[src/rtl/avrg_pkg.sv]
// Shared defaults, accumulator width helper and divider state encoding
// for the temperature averaging datapath.
package avrg_pkg;

  localparam int TICKS_PER_SEC_DEF = 50_000_000;
  localparam int SAMPLES_DEF       = 60;
  localparam int TEMP_W_DEF        = 8;

  // Width that holds the sum of a full window of maximum-valued samples.
  function automatic int acc_width(input int samples, input int temp_w);
    return $clog2(samples * ((1 << temp_w) - 1) + 1);
  endfunction

  typedef enum logic [1:0] {
    IDLE = 2'd0,
    BUSY = 2'd1,
    DONE = 2'd2
  } div_state_e;

endpackage

[src/rtl/avrg_div.sv]
// Sequential restoring divider by the constant SAMPLES: one quotient bit
// per cycle, ACC_W cycles in BUSY, then a single DONE cycle.
module avrg_div
  import avrg_pkg::*;
#(
  parameter int SAMPLES = SAMPLES_DEF,
  parameter int ACC_W   = acc_width(SAMPLES_DEF, TEMP_W_DEF)
) (
  input  logic             clk,
  input  logic             rst,
  input  logic             clear,
  input  logic             start,
  input  logic [ACC_W-1:0] dividend,
  output logic [ACC_W-1:0] quotient,
  output logic             done
);

  localparam int             CNT_W    = $clog2(ACC_W + 1);
  localparam logic [ACC_W:0] DIVISOR  = (ACC_W + 1)'(SAMPLES);
  localparam logic [CNT_W-1:0] LAST_IT = CNT_W'(ACC_W - 1);

  div_state_e       state_reg, state_next;
  logic [CNT_W-1:0] cnt_reg;
  logic [ACC_W-1:0] dvd_reg;
  logic [ACC_W-1:0] quo_reg;
  logic [ACC_W-1:0] rem_reg;

  logic [ACC_W:0]   rem_shift;
  logic             fits;
  logic [ACC_W-1:0] rem_next;

  // One restoring step: bring down the next dividend bit, subtract if it fits.
  // The remainder is always below SAMPLES, so ACC_W bits hold it.
  always_comb begin
    rem_shift = {rem_reg, dvd_reg[ACC_W-1]};
    fits      = (rem_shift >= DIVISOR);
    rem_next  = fits ? ACC_W'(rem_shift - DIVISOR) : rem_shift[ACC_W-1:0];
  end

  // State register.
  always_ff @(posedge clk or negedge rst) begin
    if (!rst) state_reg <= IDLE;
    else      state_reg <= state_next;
  end

  // Next-state logic; clear wins over everything, start only honoured in IDLE.
  always_comb begin
    state_next = state_reg;
    case (state_reg)
      IDLE:    if (start) state_next = BUSY;
      BUSY:    if (cnt_reg == LAST_IT) state_next = DONE;
      DONE:    state_next = IDLE;
      default: state_next = IDLE;
    endcase
    if (clear) state_next = IDLE;
  end

  // Datapath: latch dividend on start, then shift/subtract while BUSY.
  always_ff @(posedge clk or negedge rst) begin
    if (!rst) begin
      cnt_reg <= '0;
      dvd_reg <= '0;
      quo_reg <= '0;
      rem_reg <= '0;
    end else if (clear) begin
      cnt_reg <= '0;
      dvd_reg <= '0;
      quo_reg <= '0;
      rem_reg <= '0;
    end else begin
      case (state_reg)
        IDLE: begin
          if (start) begin
            dvd_reg <= dividend;
            quo_reg <= '0;
            rem_reg <= '0;
            cnt_reg <= '0;
          end
        end
        BUSY: begin
          dvd_reg <= dvd_reg << 1;
          quo_reg <= (quo_reg << 1) | ACC_W'(fits);
          rem_reg <= rem_next;
          cnt_reg <= cnt_reg + CNT_W'(1);
        end
        default: ;
      endcase
    end
  end

  assign quotient = quo_reg;
  assign done     = (state_reg == DONE);

endmodule

[src/rtl/temp_avrg_datapath.sv]
// Temperature averaging datapath: seconds prescaler, per-second sample
// accumulation over a window of SAMPLES seconds, and a sequential divide
// that produces the window average.
module temp_avrg_datapath
  import avrg_pkg::*;
#(
  parameter int TICKS_PER_SEC = TICKS_PER_SEC_DEF,
  parameter int SAMPLES       = SAMPLES_DEF,
  parameter int TEMP_W        = TEMP_W_DEF
) (
  input  logic              clk,
  input  logic              rst,
  input  logic              en_timer,
  input  logic              rst_timer,
  input  logic              rst_segundos,
  input  logic              en_avrg,
  input  logic              rst_avrg,
  input  logic [TEMP_W-1:0] temp,
  output logic              second,
  output logic              minute,
  output logic [TEMP_W-1:0] avrg,
  output logic              avrg_valid
);

  localparam int ACC_W = acc_width(SAMPLES, TEMP_W);
  localparam int PRE_W = $clog2(TICKS_PER_SEC);
  localparam int SEC_W = $clog2(SAMPLES + 1);

  localparam logic [PRE_W-1:0] PRE_TERM = PRE_W'(TICKS_PER_SEC - 1);
  localparam logic [PRE_W-1:0] PRE_PEN  = PRE_W'(TICKS_PER_SEC - 2);
  localparam logic [SEC_W-1:0] SEC_FULL = SEC_W'(SAMPLES);

  logic [PRE_W-1:0] presc_reg;
  logic [SEC_W-1:0] sec_reg;
  logic [ACC_W-1:0] acc_reg;
  logic             tick;
  logic [ACC_W-1:0] quotient;
  logic             div_done;

  // A tick is the single edge where the prescaler steps onto its terminal
  // value; sitting at the terminal value never produces another one.
  assign tick = en_timer && !rst_segundos && (presc_reg == PRE_PEN);

  // Sub-second prescaler, saturating at its terminal count.
  always_ff @(posedge clk or negedge rst) begin
    if (!rst)                                   presc_reg <= '0;
    else if (rst_segundos)                      presc_reg <= '0;
    else if (en_timer && presc_reg < PRE_TERM)  presc_reg <= presc_reg + PRE_W'(1);
  end

  // Seconds counter and accumulator; a clear drops any coincident sample.
  always_ff @(posedge clk or negedge rst) begin
    if (!rst) begin
      sec_reg <= '0;
      acc_reg <= '0;
    end else if (rst_timer) begin
      sec_reg <= '0;
      acc_reg <= '0;
    end else if (tick && sec_reg != SEC_FULL) begin
      sec_reg <= sec_reg + SEC_W'(1);
      acc_reg <= acc_reg + ACC_W'(temp);
    end
  end

  avrg_div #(
    .SAMPLES (SAMPLES),
    .ACC_W   (ACC_W)
  ) u_div (
    .clk      (clk),
    .rst      (rst),
    .clear    (rst_avrg),
    .start    (en_avrg),
    .dividend (acc_reg),
    .quotient (quotient),
    .done     (div_done)
  );

  // The average never exceeds the largest sample, so the low TEMP_W
  // quotient bits carry the whole result.
  generate
    if (ACC_W > TEMP_W) begin : g_quo_hi
      logic quo_hi_unused;
      assign quo_hi_unused = ^quotient[ACC_W-1:TEMP_W];
    end
  endgenerate

  // Average output register and its one-cycle update strobe.
  always_ff @(posedge clk or negedge rst) begin
    if (!rst) begin
      avrg       <= '0;
      avrg_valid <= 1'b0;
    end else if (rst_avrg) begin
      avrg       <= '0;
      avrg_valid <= 1'b0;
    end else begin
      avrg_valid <= div_done;
      if (div_done) avrg <= quotient[TEMP_W-1:0];
    end
  end

  assign second = (presc_reg == PRE_TERM);
  assign minute = (sec_reg == SEC_FULL);

endmodule

[config.mk]
export PLATFORM = sky130hd
export DESIGN_NAME = temp_avrg_datapath
export DESIGN_NICKNAME = d
export VERILOG_FILES = /design/src/rtl/avrg_pkg.sv /design/src/rtl/avrg_div.sv /design/src/rtl/temp_avrg_datapath.sv
export SDC_FILE = /design/constraint.sdc
export NUM_CORES = 1
export LEC_CHECK = 0
export BUFFER_PORTS_ARGS = -buffer_cell sky130_fd_sc_hd__buf_4
export CAP_MARGIN = 15
export CORE_MARGIN = 2
export CORE_UTILIZATION = 59
export DETAILED_ROUTE_END_ITERATION = 6
export PLACE_DENSITY = 0.77
export SLEW_MARGIN = 20
export SYNTH_ARGS = -nofsm -noshare
export SYNTH_HDL_FRONTEND = slang
export SYNTH_SLANG_ARGS = --single-unit
[constraint.sdc]
create_clock -name clk -period 3.8 [get_ports clk]
set_input_delay 0.19 -clock clk [delete_from_list [all_inputs] [get_ports clk]]
set_output_delay 0.19 -clock clk [all_outputs]
set_load 0.02 [all_outputs]
==> reports/metrics.cfg <==
[outcome]
outcome=finished clean

[routing]
wl_per_cell_um=15.6
drc=0
first_pass_iters=5
drt_iter0_markers=221
num_vias=4262
ant_nets=0
drt-total-wl_um=10800
viasPerCell=6.17

[power]
max-vdd-ir-drop_v=0.000237
power.density_nw_per_um2=341
p_leak_nw=2.54

[setup_path]
reg2reg_from=presc_reg[0]
worstReg2RegEnd=acc_reg[8]
critPathTopFamily=simple AND/OR/NAND/NOR gates
crit_slowest_cell=nand4_1
r2r_cells=7
worst-path-buf-inv=1
cp.arrival_ns=2.92
ff2ff_setup_slack_ns=1.13
worstPathMaxFanout=15
required_ns=4.06
end_kind=register
critPathMaxStageDelay_ns=0.64
crit_chain=inv_1, ha_1, nand3b_1, a31oi_1, nand4_1, nor3_1, mux2_1
crit_path_start_kind=register
worstSetupPathType=register to register

[timing]
final.setup.tns_ns=0
slew_viol_final=0
layout_min_cycle_time_ns=2.67
period_share_pct=70.2
fin_ws_ns=1.13
finalClockSkew_ns=0.0140
hold_violations=0
maxSlewHeadroom_pct=32.9
final-setup-viol-count=0
clock.fmax_ghz=0.375
rsz0062_at_grt=false
worst_slew_pin_slew_ns=1.00

[floorplanning]
initial_core_util_pct=61.4
die_h_um=99.7
die_w_um=99.7
boundaryPins=26
core_area_um2=8810
fp-row-count=34
die_area_um2=9940

[synth]
synth_top_area_share_pct=44.9
synth.distinct_cells=54
synth.largest_area_cell=dfrtp_1
syn_nets=599
synthArstFlopShare_pct=100
postSynthAreaPerCell_um2=9.51
ys_seq_area_share_pct=44.9
ys_ff_latch=97
synth_most_common_cell=dfrtp_1
synth_common_cells=97 x dfrtp_1, 65 x nand2_1, 40 x nor2_1, 39 x a21oi_1, 24 x nand3_1
ys.flop_type=dfrtp_1
syn-cell-area_um2=5400
synth.area.top_cells=dfrtp_1 45%, nand2_1 4.5%, mux2_1 4.0%
yosysWarnings=0
synthCells=568
synth-edff-count=0

[placement]
place_area_um2=5630
pre_cts_ws_ns=1.13
portBuffers=25
dp_hpwl_um=7320
place.gp.congestion=0.865

[grt]
track_usage_pct=22.8
antenna_found_initial=0
overflow=0
grt_pass1_wl_um=18700
grt_max_degree=73
grt_pass1_vias=4031

[clock_network]
cts-root-buf=clkbuf_8
clk_latency_ns=0.36
clock_path_buffers=2
ctsResizeCount=0
cts.sinks=97
clkSlewWorstSetupHoldPaths_ns=0.10
htree_levels=3
cts_tree=done
cts_made_buffers=9

[cells_and_area]
area_growth_pct=8.34
final_layout_size_suffix_gt1_share_pct=9.95
design_area_um2=5850
largest_reg_flops=26
final_nets=609
diodes=0
fillerInstances=722

[job]
maxCapViolations=0

[hold_path]
min-delay-start=rst_timer
hp-class=input pin to register
whs_endpoint=sec_reg[0]
whs_path_depth=2

-- cell usage in the layout, fill, tap and decap left out, types with 13 or more instances in the layout --
cell	instances
o31ai_1	23
mux2i_1	13
nor3_1	13
a21oi_1	39
nor2b_1	21
ha_1	15
nor2_1	40
buf_4	30
nand2_1	65
dfrtp_1	97
nand3_1	24
mux2_1	19
nand4_1	13
-- metrics by stage --
stage | util (%) | hold WS [ns] | cells | power [mW]
6_report | 66.5 | 0.190 | 691 | 2.00
5_1_grt | 66.5 | 0.191 | 691 | 2.08
4_1_cts | 66.5 | 0.176 | 691 | 2.02
3_5_place_dp | 64.0 | 0.377 | 674 | 1.30
3_3_place_gp | 64.0 | 0.372 | 674 | 1.30
2_1_floorplan | - | -0.106 | 568 | 1.24
-- worst max path at each step --
| stage | slack (ns) | endpoint | cells after the start | from |
|---|---|---|---|---|
| CTS | 1.12 | acc_reg[8] | 7 | presc_reg[0] |
| global placement | 1.25 | acc_reg[8] | 7 | presc_reg[0] |
| global route | 0.92 | presc_reg[19] | 7 | presc_reg[0] |
| finish | 1.13 | acc_reg[8] | 7 | presc_reg[0] |
| detailed placement | 1.13 | acc_reg[8] | 7 | presc_reg[0] |
| floorplan | 1.59 | acc_reg[10] | 8 | acc_reg[0] |
-- where the power goes --
group | total (mW) | internal [mW] | switching (mW)
sequential | 1.07 | 1.05 | 0.0194
combinational | 0.218 | 0.0811 | 0.137
clock | 0.713 | 0.332 | 0.381
total | 2.00 | 1.46 | 0.538
-- routing by layer --
layer | GRT usage (%) | vias to the layer above | routed length (µm)
li1 | - | 2099 | -
met1 | 31.9 | 2090 | 5130
met2 | 36.9 | 66 | 5300
met3 | 3.72 | 7 | 277
met4 | 6.64 | 0 | 102
met5 | 0 | - | 0
-- cells by family after synthesis --
| logic type | Yosys count | share of synthesized area (%) |
|---|---|---|
| compound gates | 124 | 15.3 |
| flops | 97 | 44.9 |
| buf+inv | 44 | 3.38 |
| xor+xnor | 10 | 1.62 |
| simple gates | 244 | 24.3 |
| fa+ha+maj | 16 | 3.84 |
| mux | 33 | 6.58 |
-- area by class of cell --
class | count | area [µm²] | area share, %
multi-input cells | 427 | 2800 | 47.8
clock buffers | 10 | 138 | 2.35
well taps | 108 | 135 | 2.31
clock inverters | 6 | 72.6 | 1.24
repair buffers | 31 | 235 | 4.02
flip-flops and latches | 97 | 2430 | 41.5
inverters | 12 | 45.0 | 0.770
-- timing repair --
action                    CTS  global route
setup buffers               0             0
hold endpoints to repair   70             0
hold buffers                1             0
No activity file was read; power rests on OpenSTA's default activity.
